===== src/rtl/shift_reg_pkg.sv =====
// Shared types for the universal shift register: shift operation select and burst FSM states.
// Latency: n/a (types and constants only).
// Backpressure: n/a.
package shift_reg_pkg;

    // Width of the operation-select field.
    localparam int MODE_W = 3;

    // Operation select; encodings 6 and 7 are reserved and behave as HOLD.
    typedef enum logic [MODE_W-1:0] {
        MODE_HOLD  = 3'd0,
        MODE_SHR   = 3'd1,
        MODE_SHL   = 3'd2,
        MODE_ASR   = 3'd3,
        MODE_ROR   = 3'd4,
        MODE_ROL   = 3'd5,
        MODE_RSVD6 = 3'd6,
        MODE_RSVD7 = 3'd7
    } shift_mode_t;

    // Burst controller states.
    typedef enum logic [1:0] {
        ST_IDLE  = 2'd0,
        ST_SHIFT = 2'd1,
        ST_DONE  = 2'd2
    } fsm_state_t;

endpackage


===== src/rtl/shift_step.sv =====
// One shift step: next register value and the bit leaving it, for a given operation.
// Latency: combinational. Rotates exist only when SHIFT_REG_ROTATE_EN is defined.
// Backpressure: none; shifted_o flags whether the operation actually moved bits.
module shift_step
    import shift_reg_pkg::*;
#(
    parameter int WIDTH = 8
) (
    input  logic [WIDTH-1:0] q_i,
    input  shift_mode_t      mode_i,
    input  logic             ser_in_i,
    output logic [WIDTH-1:0] q_o,
    output logic             out_bit_o,
    output logic             shifted_o
);

    // Select the shifted value; HOLD-like encodings pass q through and report no shift.
    always_comb begin
        q_o       = q_i;
        out_bit_o = 1'b0;
        shifted_o = 1'b0;
        case (mode_i)
            MODE_SHR: begin
                q_o       = {ser_in_i, q_i[WIDTH-1:1]};
                out_bit_o = q_i[0];
                shifted_o = 1'b1;
            end
            MODE_SHL: begin
                q_o       = {q_i[WIDTH-2:0], ser_in_i};
                out_bit_o = q_i[WIDTH-1];
                shifted_o = 1'b1;
            end
            MODE_ASR: begin
                q_o       = {q_i[WIDTH-1], q_i[WIDTH-1:1]};
                out_bit_o = q_i[0];
                shifted_o = 1'b1;
            end
`ifdef SHIFT_REG_ROTATE_EN
            MODE_ROR: begin
                q_o       = {q_i[0], q_i[WIDTH-1:1]};
                out_bit_o = q_i[0];
                shifted_o = 1'b1;
            end
            MODE_ROL: begin
                q_o       = {q_i[WIDTH-2:0], q_i[WIDTH-1]};
                out_bit_o = q_i[WIDTH-1];
                shifted_o = 1'b1;
            end
`endif
            default: begin
            end
        endcase
    end

endmodule


===== src/rtl/universal_shift_reg.sv =====
// Universal shift register: parallel load, single-step shifts and counted burst shifts.
// Latency: one clk per shift; burst of N takes N busy cycles then one done cycle. Optional SHIFT_REG_ROTATE_EN adds ROR/ROL.
// Backpressure: start/ena ignored while busy; load always wins and aborts a burst without done.
module universal_shift_reg
    import shift_reg_pkg::*;
#(
    parameter int WIDTH = 8,
    parameter int CNT_W = 4
) (
    input  logic              clk,
    input  logic              areset_n,
    input  logic              load,
    input  logic [WIDTH-1:0]  data,
    input  logic [MODE_W-1:0] mode,
    input  logic              ser_in,
    input  logic              ena,
    input  logic              start,
    input  logic [CNT_W-1:0]  count,
    output logic [WIDTH-1:0]  q,
    output logic              ser_out,
    output logic              busy,
    output logic              done
);

    fsm_state_t       state_q, state_d;
    logic [WIDTH-1:0] q_q, q_d;
    logic             ser_out_q, ser_out_d;
    logic             busy_q, busy_d;
    logic             done_q, done_d;
    shift_mode_t      mode_q, mode_d;
    logic [CNT_W-1:0] cnt_q, cnt_d;

    shift_mode_t      step_mode;
    logic [WIDTH-1:0] step_q;
    logic             step_bit;
    logic             step_shifted;

    // A burst uses the mode captured at start; otherwise the live mode input drives the step.
    assign step_mode = (state_q == ST_SHIFT) ? mode_q : shift_mode_t'(mode);

    shift_step #(
        .WIDTH (WIDTH)
    ) u_step (
        .q_i       (q_q),
        .mode_i    (step_mode),
        .ser_in_i  (ser_in),
        .q_o       (step_q),
        .out_bit_o (step_bit),
        .shifted_o (step_shifted)
    );

    // Next-state decision in priority order: load, running burst, burst start, single step.
    always_comb begin
        state_d   = state_q;
        q_d       = q_q;
        ser_out_d = ser_out_q;
        mode_d    = mode_q;
        cnt_d     = cnt_q;
        if (load) begin
            q_d     = data;
            state_d = ST_IDLE;
        end else if (state_q == ST_SHIFT) begin
            q_d = step_q;
            if (step_shifted) begin
                ser_out_d = step_bit;
            end
            cnt_d = cnt_q - CNT_W'(1);
            if (cnt_q == CNT_W'(1)) begin
                state_d = ST_DONE;
            end
        end else if (start) begin
            if (count != '0) begin
                state_d = ST_SHIFT;
                mode_d  = shift_mode_t'(mode);
                cnt_d   = count;
            end else begin
                state_d = ST_DONE;
            end
        end else begin
            state_d = ST_IDLE;
            if (ena) begin
                q_d = step_q;
                if (step_shifted) begin
                    ser_out_d = step_bit;
                end
            end
        end
        busy_d = (state_d == ST_SHIFT);
        done_d = (state_d == ST_DONE);
    end

    // All state, including the registered busy/done flags, updates here.
    always_ff @(posedge clk or negedge areset_n) begin
        if (!areset_n) begin
            state_q   <= ST_IDLE;
            q_q       <= '0;
            ser_out_q <= 1'b0;
            busy_q    <= 1'b0;
            done_q    <= 1'b0;
            mode_q    <= MODE_HOLD;
            cnt_q     <= '0;
        end else begin
            state_q   <= state_d;
            q_q       <= q_d;
            ser_out_q <= ser_out_d;
            busy_q    <= busy_d;
            done_q    <= done_d;
            mode_q    <= mode_d;
            cnt_q     <= cnt_d;
        end
    end

    assign q       = q_q;
    assign ser_out = ser_out_q;
    assign busy    = busy_q;
    assign done    = done_q;

endmodule


===== config.mk =====
export PLATFORM = sky130hd
export DESIGN_NAME = universal_shift_reg
export DESIGN_NICKNAME = d
export VERILOG_FILES = /design/src/rtl/shift_reg_pkg.sv /design/src/rtl/shift_step.sv /design/src/rtl/universal_shift_reg.sv
export SDC_FILE = /design/constraint.sdc
export NUM_CORES = 1
export LEC_CHECK = 0
export BUFFER_PORTS_ARGS = -buffer_cell sky130_fd_sc_hd__buf_4
export CORE_MARGIN = 3
export CORE_UTILIZATION = 40
export CTS_CLUSTER_SIZE = 8
export DETAILED_ROUTE_END_ITERATION = 10
export SYNTH_ARGS = -nofsm -noshare
export SYNTH_HDL_FRONTEND = slang
export SYNTH_SLANG_ARGS = --single-unit

===== constraint.sdc =====
create_clock -name clk -period 2 [get_ports clk]
set_input_delay 0.2 -clock clk [delete_from_list [all_inputs] [get_ports clk]]
set_output_delay 0.2 -clock clk [all_outputs]
set_load 0.01 [all_outputs]

# Word-level counts from Yosys, hierarchy flattened
# Index checks and enable logic that the tools add are counted.
[totals]
output_inout_bits = 11
reg_bits = 20
in_bits = 21
[classes]
bitwise_logic = 2
n_mux = 20
n_eq_ne = 9
n_reduce_logical = 11
addsub = 1
[op_table]
columns = ["operator", "count"]
rows = [
  ["two-way mux 8 bit", 4],
  ["case mux 8 bit (3 select lines)", 1],
  ["two-way mux 4 bit", 3],
  ["two-way mux 2 bit", 5],
  ["equality test 3 x 2 -> 1 bit, second input constant", 2],
  ["AND reduction 3 bit", 2],
  ["nonzero test 2 bit", 3],
  ["two-way mux 1 bit", 5],
  ["equality test 2 x 1 -> 1 bit, second input constant", 2],
  ["equality test 4 x 1 -> 1 bit, second input constant", 1],
  ["AND reduction 4 bit", 1],
  ["nonzero test 4 bit", 1],
  ["subtractor 4 x 1 -> 4 bit, second input constant", 1],
  ["equality test 3 x 1 -> 1 bit, second input constant", 1],
  ["two-way mux 3 bit", 1],
  ["!= test 3 x 2 -> 1 bit, second input constant", 1],
  ["nonzero test 3 bit", 1],
  ["OR reduction 3 bit", 1],
  ["equality test 2 bit, second input constant", 1],
  ["!= test 2 x 1 -> 1 bit, second input constant", 1],
  ["NOT 1 bit", 2],
  ["case mux 1 bit (2 select lines)", 1],
  ["AND reduction 2 bit", 1],
  ["OR reduction 2 bit", 1],
]

# Logic depth before layout (Yosys ltp)
# Gate-level depths: netlist of the first run.
[logic_depth]
word_depth = 9
ltp_mapped = 8
ltp_nobuf = 5

# Modules after synthesis
# A second synthesis of the first run with hierarchy kept.
[hier_totals]
cells_unflattened = 148
area_unflattened_um2 = 1276.2
[modules_own_cells]
columns = ["module", "cells_per_inst", "seq_area_each_um2", "area_per_inst_um2", "instances"]
rows = [
  ["universal_shift_reg", 113, 500.5, 1066.0, 1],
  ["shift_step", 35, 0.0, 210.2, 1],
]

# Worst setup path before layout of the first run
# Ideal clock, no wire load.
[synth_path]
kind = "register to register"
startpoint = "register state_q[1]"
endpoint = "register ser_out_q, in the netlist ser_out"
setup_slack_ps = 173
t_arrival_ps = 1702
t_required_ps = 1875
n_path_buf = 2
path_stages_with_launch = 8
setup_ps = 125
path_cell_list = "dfrtp_1 and4bb_2 a31oi_4 a22o_1 buf_6 or2_1 buf_6 mux2_4"
[synth_between]
elab_chain_cells = 9
elab_cells_between_ends = 16
cone_classes = "eq/ne: 5; mux: 7; reduce/logical: 4"
[synth_rtl]
columns = ["item", "line", "rtl"]
rows = [
  ["from (decl)", "universal_shift_reg.sv:25", "fsm_state_t state_q, state_d;"],
  ["from (signal assigned)", "universal_shift_reg.sv:103", "state_q <= state_d;"],
  ["equality test 2 x 1 -> 1 bit *", "universal_shift_reg.sv:39, universal_shift_reg.sv:62", ""],
  ["two-way mux 3 bit", "universal_shift_reg.sv:39", "assign step_mode = (state_q == ST_SHIFT) ? mode_q : shift_mode_t'(mode);"],
  ["equality test 3 x 1 -> 1 bit / equality test 3 x 2 -> 1 bit (equally long branches)", "shift_step.sv:22", "case (mode_i)"],
  ["OR reduction 2 bit (no line) / OR reduction 3 bit (equally long branches)", "n/a", ""],
  ["case mux 1 bit (2 select lines) / two-way mux 1 bit (equally long branches)", "shift_step.sv:22", ""],
  ["two-way mux 1 bit", "universal_shift_reg.sv:64, universal_shift_reg.sv:83", ""],
  ["two-way mux 1 bit", "universal_shift_reg.sv:81", "if (ena) begin"],
  ["two-way mux 1 bit", "universal_shift_reg.sv:71", "end else if (start) begin"],
  ["two-way mux 1 bit", "universal_shift_reg.sv:62", "end else if (state_q == ST_SHIFT) begin"],
  ["to (signal assigned)", "universal_shift_reg.sv:105", "ser_out_q <= ser_out_d;"],
  ["to (decl)", "universal_shift_reg.sv:27", "logic ser_out_q, ser_out_d;"],
]
# Mark *: on every way between the ends. The rest lies on a longest branch, timed or not. The select of a mux whose other input is x is not followed.
# A chain may end at the register's enable or synchronous reset.

# Worst setup path in the final report of the first run
[layout_path]
startpoint = "register state_q[1]"
endpoint = "register q_q[3], in the netlist q[3]"
[layout_between]
elab_chain_cells = 8
elab_cells_between_ends = 13
cone_classes = "eq/ne: 5; mux: 6; reduce/logical: 2"
[layout_rtl]
columns = ["item", "line", "rtl"]
rows = [
  ["equality test 2 x 1 -> 1 bit *", "universal_shift_reg.sv:39, universal_shift_reg.sv:62", ""],
  ["two-way mux 3 bit", "universal_shift_reg.sv:39", ""],
  ["equality test 3 x 2 -> 1 bit / equality test 3 x 1 -> 1 bit (equally long branches)", "shift_step.sv:22", ""],
  ["case mux 8 bit (3 select lines)", "shift_step.sv:22", ""],
  ["two-way mux 8 bit", "universal_shift_reg.sv:81", ""],
  ["two-way mux 8 bit", "universal_shift_reg.sv:71", ""],
  ["two-way mux 8 bit", "universal_shift_reg.sv:62", ""],
  ["two-way mux 8 bit", "universal_shift_reg.sv:59", "if (load) begin"],
  ["to (signal assigned)", "universal_shift_reg.sv:104", "q_q <= q_d;"],
  ["to (decl)", "universal_shift_reg.sv:26", "logic [WIDTH-1:0] q_q, q_d;"],
]
# Marks and branches as above.

==> results of run 1 <==
layer usage:
metal / part of all wire (%) / track usage (%) / routed length [µm]
met1: 50 / 21.9 / 1310
met2: 45 / 25.3 / 1170
met3: 4.7 / 4.97 / 122
met4: 0.57 / 3.80 / 15
met5: 0 / 0 / 0
placed cells by master, fill, tap and decap left out, drive strengths merged, types with 3 or more instances in the layout:
cell    synthesis  final
buf             3     35
dfrtp          20     20
nand2          10     10
mux2i           7      7
nand3b          7      7
o211ai          7      7
nor2            7      7
inv             5      5
o21ai           5      5
mux2            5      5
a31oi           4      4
clkbuf          3      4
nor2b           3      3
where the power goes:
part	internal (W)	leakage [nW]	total [W]	switching [W]
Combinational	0.000219	0.377	0.000421	0.000202
Sequential	0.000486	0.248	0.000557	0.0000709
Clock	0.000111	0.0210	0.000233	0.000122
Total	0.000816	0.645	0.00121	0.000395
worst max-delay path, delay by kind of cell, from the launching register on:
kind | cells | cell delay [ns]
and+or+nand+nor | 2 | 0.53
AOI/OAI and AO/OA | 3 | 0.66
buffers and inverters | 1 | 0.18
DFF | 1 | 0.40
state kept, by name, indices dropped and copies added, names as in the netlist:
signal   flops
mode_q       3
ser_out      1
busy         1
q            8
done         1
state_q      2
cnt_q        4
path summary, 6_finish.rpt:
kind                             from       end  slack (ns)
hold reg to reg               ser_out   ser_out        0.52
max in group asynchronous    areset_n  cnt_q[1]        1.49
min in group asynchronous    areset_n      q[7]        0.30
setup reg to reg           state_q[1]      q[3]        0.16
setup / recovery           state_q[1]      q[3]        0.16
hold / removal                data[7]      q[7]        0.11
synth_stat cells (all sizes together), types with 3 or more instances:
cell type and number:
a31oi 4, buf 3, clkbuf 3, dfrtp 20, inv 5, mux2 5, mux2i 7, nand2 10
nand3b 7, nor2 7, nor2b 3, o211ai 7, o21ai 5
cells by family (layout without fill, tap and decap cells):
group	after synthesis	after routing	synth area share, %
AND/OR/NAND/NOR	39	39	19.7
AO/OA/AOI/OAI	28	28	18.0
flip-flops	20	20	43.3
multiplexers	12	12	11.3
buffers and inverters	11	45	5.53
adder cells (fa/ha/maj)	2	2	2.17
per-stage QoR:
| stage | cells | area (µm²) | setup slack, ns | power, W | util (%) |
|---|---|---|---|---|---|
| finish | 176 | 1460 | 0.159 | 0.00121 | 55.7 |
| CTS | 176 | 1460 | 0.169 | 0.00123 | 55.7 |
| detailed placement | 171 | 1410 | 0.198 | 0.000981 | 54.0 |
| global placement | 171 | 1410 | 0.258 | 0.000974 | 54.0 |
| global route | 176 | 1460 | 0.0279 | 0.00130 | 55.7 |
| floorplan | 112 | 1150 | 0.173 | 0.000823 | - |
final cells by class:
type / count / area [µm²] / share of cell area, %
timing repair buffer: 36 / 273 / 18.7
clock buffer: 4 / 36.3 / 2.49
tap: 30 / 37.5 / 2.58
sequential: 20 / 500 / 34.4
multi-input combinational: 81 / 591 / 40.5
inverter: 5 / 18.8 / 1.29
timing repair:
item | CTS | global route
hold buffers | 1 | 0
setup buffers | 0 | 0
endpoints found under the hold margin | 20 | 0
==> impl_metrics.ini, run 1 <==
[floorplan]
chipWidth_um = 59.7
dieArea_um2 = 3570
io_pins = 32
core_um2 = 2610
std_cell_rows = 18
dieHeight_um = 59.7
initial_core_util_pct = 44.2

[power]
power_leakage_nw = 0.645
p_per_area_nw_per_um2 = 832
ir_drop_mv = 0.634

[synthesis]
ys_seq_area_share_pct = 43.3
yosysTopAreaCellShare_pct = 43.3
syn_area_um2 = 1150
synthTopCellsByArea = dfrtp_1 43%, mux2i_1 6.1%, nand3b_1 4.6%, o211ai_1 4.6%, mux2_2 3.9%
synth.avg_cell_area_um2 = 10.3
async_flop_share_pct = 100
synth-main-ff-cell = dfrtp_1
syn-num-nets = 135
synth_seq_cells = 20
synth_top_area_cell = dfrtp_1
yosys_warnings = 0
ys_types = 35
netlist_instances = 112
synth-edff-count = 0

[worst_setup_path]
reg2reg_depth = 6
path_max_fanout = 7
critical_path_required_ns = 2.22
crit_chain = nand2b_1, a31oi_1, a22o_1, or2_1, buf_4, o211ai_1
cpMaxStageDelayCell = dfrtp_1
crit_type = reg -> reg
crit_path_end_kind = flop
arrival_ns = 2.06
cp-start-kind = flop
cp_slowest_stage_delay_ns = 0.40

[timing]
hold_ws_ns = 0.108
rsz0062_at_grt = no
fmax_mhz = 543
clock_skew_ns = 0.00308
fin_crit_sh_pct = 92.1
fin_crit_ns = 1.84
slew-limit-headroom_pct = 60.1
setup_viol = 0
maxSlewViolCount = 0
finalHoldViolations = 0
setup_tns_ns = 0
tightestPinTransition_ns = 0.590

[clock_network]
clk_pin_slew_ns = 0.11
cts.sink_count = 20
cts_made_buffers = 3
clockBufferDepth = 2
tritoncts = built
cts_root_buf = clkbuf_4
ctsResizeCount = 0
clk_latency_ns = 0.30
ctsHtreeMaxLevel = 1

[hold_path]
hp-class = in -> reg
hold_depth = 3

[final_layout]
finalNetCount = 170
antenna_cells = 0
layout-area-overhead-vs-synth_pct = 26.1
drive_gt1_share_pct = 33.6
nFillCells = 244

[drt]
drc = 0
drt_iter0_drc = 35
drt-wirelength-per-cell_um = 14.9
ant_nets = 0
wl_um = 2620
first_pass_iters = 2
dr_total_vias = 975
via_per_inst = 5.54

[placement]
numPortBuffers = 31
hpwl_um = 1920
gp_congestion = 0.791

[grt]
grt_usage_pct = 16.2
grt_pass1_vias = 959
grt_pass1_wl_um = 4370
grt-ovfl-total = 0
antenna_found_initial = 0
grt_max_degree = 26

[run_status]
status = complete, no violations

[job]
cap_violations = 0
No activity file was read; power rests on OpenSTA's default activity.
==> inputs of run 2 (changes only) <==
--- a/config.mk
+++ b/config.mk
@@ -6,6 +6,7 @@
 export NUM_CORES = 1
 export LEC_CHECK = 0
 export BUFFER_PORTS_ARGS = -buffer_cell sky130_fd_sc_hd__buf_4
+export CORE_ASPECT_RATIO = 0.7
 export CORE_MARGIN = 3
 export CORE_UTILIZATION = 40
 export CTS_CLUSTER_SIZE = 8
==> run 2 against run 1 <==
Compared with the run above: die area grew 0.29%; total power up 7.0%; clock skew up 0.0028 ns; highest routed layer unchanged; sequential power barely moved; utilization is 0.99 points higher; maximum frequency up 0.78%; non-clock buffer count did not move; worst setup slack improved by 0.014 ns; via count is 1.9% higher.
==> impl_metrics.ini, run 2 (synthesis gave the netlist of run 1 again) <==
[worst_setup_path]
crit_start = state_q[1]
cp-start-kind = flop
critical_path_required_ns = 2.17
timing.rr.end = q[1]
crit_type = reg -> reg
path_max_fanout = 13
crit_end = q[1]
crit_path_end_kind = flop
reg2reg_depth = 6
arrival_ns = 2.00
reg2reg_setup_slack_ns = 0.17
r2r_start = state_q[1]

[clock_network]
cts.sink_count = 20
post-cts-setup-buffer-count = 0
cts_made_buffers = 3
clockBufferDepth = 2
tritoncts = built
clk_latency_ns = 0.26
cts_root_buf = clkbuf_8
ctsHtreeMaxLevel = 1
clk_pin_slew_ns = 0.08

[grt]
busiest_layer = met1
grt_max_degree = 26
grt_pass1_wl_um = 4640
grt_use_met2_pct = 23.0
grt-ovfl-total = 0
grt_usage_pct = 16.5
met1_usage_pct = 24.4
antenna_found_initial = 0
grtUsageMet3_pct = 5.30
grt_pass1_vias = 958

[placement]
hpwl_um = 2080
place_area_um2 = 1420
gp_congestion = 0.821
numPortBuffers = 31

[timing]
fin_crit_sh_pct = 91.3
fmax_mhz = 547
tightestPinTransition_ns = 0.583
clock_skew_ns = 0.00586
finalHoldViolations = 0
rsz0062_at_grt = no
slew-limit-headroom_pct = 60.6
setup_tns_ns = 0
fin_crit_ns = 1.83
setup_viol = 0
maxSlewViolCount = 0

[drt]
dr_total_vias = 994
ant_nets = 0
via_per_inst = 5.52
drc = 0
drt-wirelength-per-cell_um = 15.5
wl_um = 2790
drt_iter0_drc = 46
first_pass_iters = 4

[final_layout]
regArea_um2 = 500
antenna_cells = 0
final_cell_mix = 35 x buf_4, 20 x dfrtp_1, 10 x nand2_1
layout-area-overhead-vs-synth_pct = 28.2
layout_commonest_cell = buf_4
fin_area_um2 = 1480
finalNetCount = 170
multi_input_area_um2 = 591
largest_reg_flops = 8
drive_gt1_share_pct = 33.6
nFillCells = 234

[power]
power_leakage_nw = 0.653
ir_drop_mv = 0.454
p_per_area_nw_per_um2 = 876

[floorplan]
io_pins = 32
dieHeight_um = 51.0
dieArea_um2 = 3580
core_um2 = 2610
initial_core_util_pct = 44.3
chipWidth_um = 70.2
std_cell_rows = 15

[hold_path]
min_from = data[7]
hp-class = in -> reg

[job]
cap_violations = 0

[run_status]
status = complete, no violations
-- run 2: cell counts in the layout (fill, tap and decap cells not counted) --
No cell type changed its count.
-- run 2: worst min path at each step --
stage	to	slack, ns	cells past startpoint
after detailed placement	mode_q[1]	0.1	1
after CTS	q[7]	0.15	3
final	q[7]	0.14	3
after global routing	q[7]	0.14	3
after global placement	mode_q[2]	0.09	1
after floorplan	busy	-0.1	0
-- run 2: timing repair --
action,in CTS,in global routing
gates resized for setup,0,0
hold buffers,1,0
endpoints found under the hold margin,20,0
-- run 2: critical path: stages (launching register included) --
cell and delay [ns]:
dfrtp_1 0.41, nand2b_1 0.24, buf_4 0.22, a22o_1 0.24, or2_1 0.24, buf_4 0.18, o211ai_1 0.22
-- run 2: per-layer routing --
metal | vias to the layer above | part of all wire (%)
met5 | - | 0
met4 | 0 | 1.1
met3 | 6 | 6.5
met2 | 39 | 44
met1 | 469 | 49
li1 | 480 | -
-- run 2: power breakdown --
group	leakage, nW	internal [W]	switching [W]	total (W)
Combinational	0.377	0.000219	0.000209	0.000428
Clock	0.0288	0.000175	0.000135	0.000310
Sequential	0.248	0.000487	0.0000713	0.000558
-- run 2: cell type report --
type / count / area share (%)
Inverter: 5 / 1.27
Clock buffer: 4 / 3.72
Tap cell: 34 / 2.87
Timing Repair Buffer: 36 / 18.4
Sequential cell: 20 / 33.8
Multi-Input combinational cell: 81 / 39.9
-- run 2: through the flow --
step           util, %  total power, W  setup slack, ns  hold slack (ns)  instances
6_report          56.7         0.00130            0.173            0.144        180
2_1_floorplan        -        0.000823            0.173          -0.0956        112
4_1_cts           56.7         0.00130            0.161            0.147        180
5_1_grt           56.7         0.00140           0.0671            0.135        180
3_3_place_gp      54.2        0.000980            0.299           0.0942        175
3_5_place_dp      54.2        0.000988            0.219           0.0953        175
==> inputs of run 3 (changes only) <==
--- a/config.mk
+++ b/config.mk
@@ -6,11 +6,13 @@
 export NUM_CORES = 1
 export LEC_CHECK = 0
 export BUFFER_PORTS_ARGS = -buffer_cell sky130_fd_sc_hd__buf_4
-export CORE_ASPECT_RATIO = 0.7
+export CORE_ASPECT_RATIO = 0.75
 export CORE_MARGIN = 3
-export CORE_UTILIZATION = 40
+export CORE_UTILIZATION = 51
 export CTS_CLUSTER_SIZE = 8
 export DETAILED_ROUTE_END_ITERATION = 10
+export PLACE_DENSITY = 0.78
 export SYNTH_ARGS = -nofsm -noshare
 export SYNTH_HDL_FRONTEND = slang
 export SYNTH_SLANG_ARGS = --single-unit
+export TNS_END_PERCENT = 30
==> run 3 against run 2 <==
Compared with the run above: sequential power barely moved; final cell count fell by 5.6%; worst hold slack got worse by 0.036 ns; register-to-register slack got worse by 0.05 ns; first-iteration DRC count fell by 8.7%; non-clock buffer count did not move; critical path type unchanged; largest cell class unchanged; largest power group unchanged.
==> impl_metrics.ini, run 3 (synthesis gave the netlist of run 1 again) <==
[grt]
antenna_found_initial = 0
grt-ovfl-total = 0
grt_max_degree = 26
grt_usage_pct = 21.2
grt_pass1_wl_um = 4360
grt_pass1_vias = 937

[worst_setup_path]
path_max_fanout = 9
critical_path_required_ns = 2.19
cp.buffers_inverters = 1
crit_type = reg -> reg
arrival_ns = 2.07
cp-start-kind = flop
crit_path_end_kind = flop
critPathTopFamily = compound AO/OA/AOI/OAI gates
cp_slowest_stage_delay_ns = 0.40
crit_chain = nand2b_1, a31oi_1, a22o_1, buf_4, a2111oi_0, o31ai_1
cpMaxStageDelayCell = dfrtp_1

[final_layout]
fin_area_um2 = 1470
antenna_cells = 0
layout_commonest_cell = buf_4
finalNonFillerCells = 170
final_cell_mix = 35 x buf_4, 20 x dfrtp_1, 10 x nand2_1
layout-area-overhead-vs-synth_pct = 26.9
largest_reg_flops = 8
drive_gt1_share_pct = 33.6
finalNetCount = 170

[power]
ir_drop_mv = 0.575
power_leakage_nw = 0.653
p_per_area_nw_per_um2 = 897

[clock_network]
cts.sink_count = 20
cts_root_buf = clkbuf_4
post-cts-setup-buffer-count = 0
tritoncts = built
ctsResizeCount = 0
clk_latency_ns = 0.31
clockBufferDepth = 2
ctsHtreeMaxLevel = 1
hold_buffers = 1
cts_made_buffers = 3
clk_pin_slew_ns = 0.12

[timing]
rsz0062_at_grt = no
fmax_mhz = 533
tightestPinTransition_ns = 0.517
setup_viol = 0
maxSlewViolCount = 0
slew-limit-headroom_pct = 65.1
finalHoldViolations = 0
fin_crit_ns = 1.88
clock_skew_ns = 0.00763
fin_crit_sh_pct = 93.8
setup_tns_ns = 0

[drt]
drt-wirelength-per-cell_um = 15.6
drc = 0
wl_um = 2660
drt_iter0_drc = 42
dr_total_vias = 986
ant_nets = 0
via_per_inst = 5.80
first_pass_iters = 4

[placement]
numPortBuffers = 31
gp_congestion = 0.872
place_area_um2 = 1400
hpwl_um = 2020
placed_cells = 165

[floorplan]
chipWidth_um = 60.9
std_cell_rows = 14
dieArea_um2 = 2880
core_um2 = 2070
io_pins = 32
initial_core_util_pct = 55.9
dieHeight_um = 47.2

[hold_path]
hp-class = in -> reg

[run_status]
status = complete, no violations

[job]
cap_violations = 0
==> run 3: cell types whose count changed in the layout (fill, tap and decap cells not counted), sizes merged <==
cell | previous run | this run
clkbuf | 4 | 3
bufinv | 0 | 1
==> run 3: power breakdown <==
part	leakage [nW]	internal [W]	switching, W
clock network	0.0279	0.000203	0.000128
logic	0.377	0.000220	0.000206
registers	0.248	0.000486	0.0000716
total	0.653	0.000908	0.000406
==> run 3: path summary, 6_finish.rpt <==
path | from | endpoint | slack (ns) | depth (start not counted)
setup / recovery | state_q[1] | q[7] | 0.12 | 6
setup reg to reg | state_q[1] | q[7] | 0.12 | 6
hold reg to reg | ser_out | ser_out | 0.53 | 1
min in group asynchronous | areset_n | mode_q[1] | 0.29 | 2
max in group asynchronous | areset_n | q[1] | 1.50 | 2
hold / removal | data[5] | q[5] | 0.11 | 3
==> run 3: per-stage QoR <==
stage / hold slack [ns] / total power, W / util [%] / setup slack, ns
2_1_floorplan: -0.0956 / 0.000823 / - / 0.173
3_3_place_gp: 0.0889 / 0.000967 / 67.9 / 0.243
3_5_place_dp: 0.0912 / 0.000991 / 67.9 / 0.173
4_1_cts: 0.102 / 0.00132 / 70.9 / 0.146
5_1_grt: 0.110 / 0.00141 / 70.9 / 0.0534
6_report: 0.107 / 0.00131 / 70.9 / 0.124
==> run 3: area by class of cell <==
class / count / area [µm²]
fill: 165 / 602
multi-input combinational: 81 / 591
sequential: 20 / 500
timing repair buffer: 36 / 273
clock inverter: 1 / 30.0
tap: 24 / 30.0
clock buffer: 3 / 22.5
inverter: 5 / 18.8
==> run 3: worst reg2reg max path, stage by stage, from the launching register on <==
cell	delay, ns
dfrtp_1	0.40
nand2b_1	0.26
a31oi_1	0.15
a22o_1	0.26
buf_4	0.17
a2111oi_0	0.40
o31ai_1	0.12
==> run 3: layer usage <==
layer  share of wire, %  track usage (%)  wire, µm
met1                 49             28.7      1290
met2                 46             33.9      1240
met3                4.2             5.22       111
met4               0.71             6.49        19
met5                  0                0         0
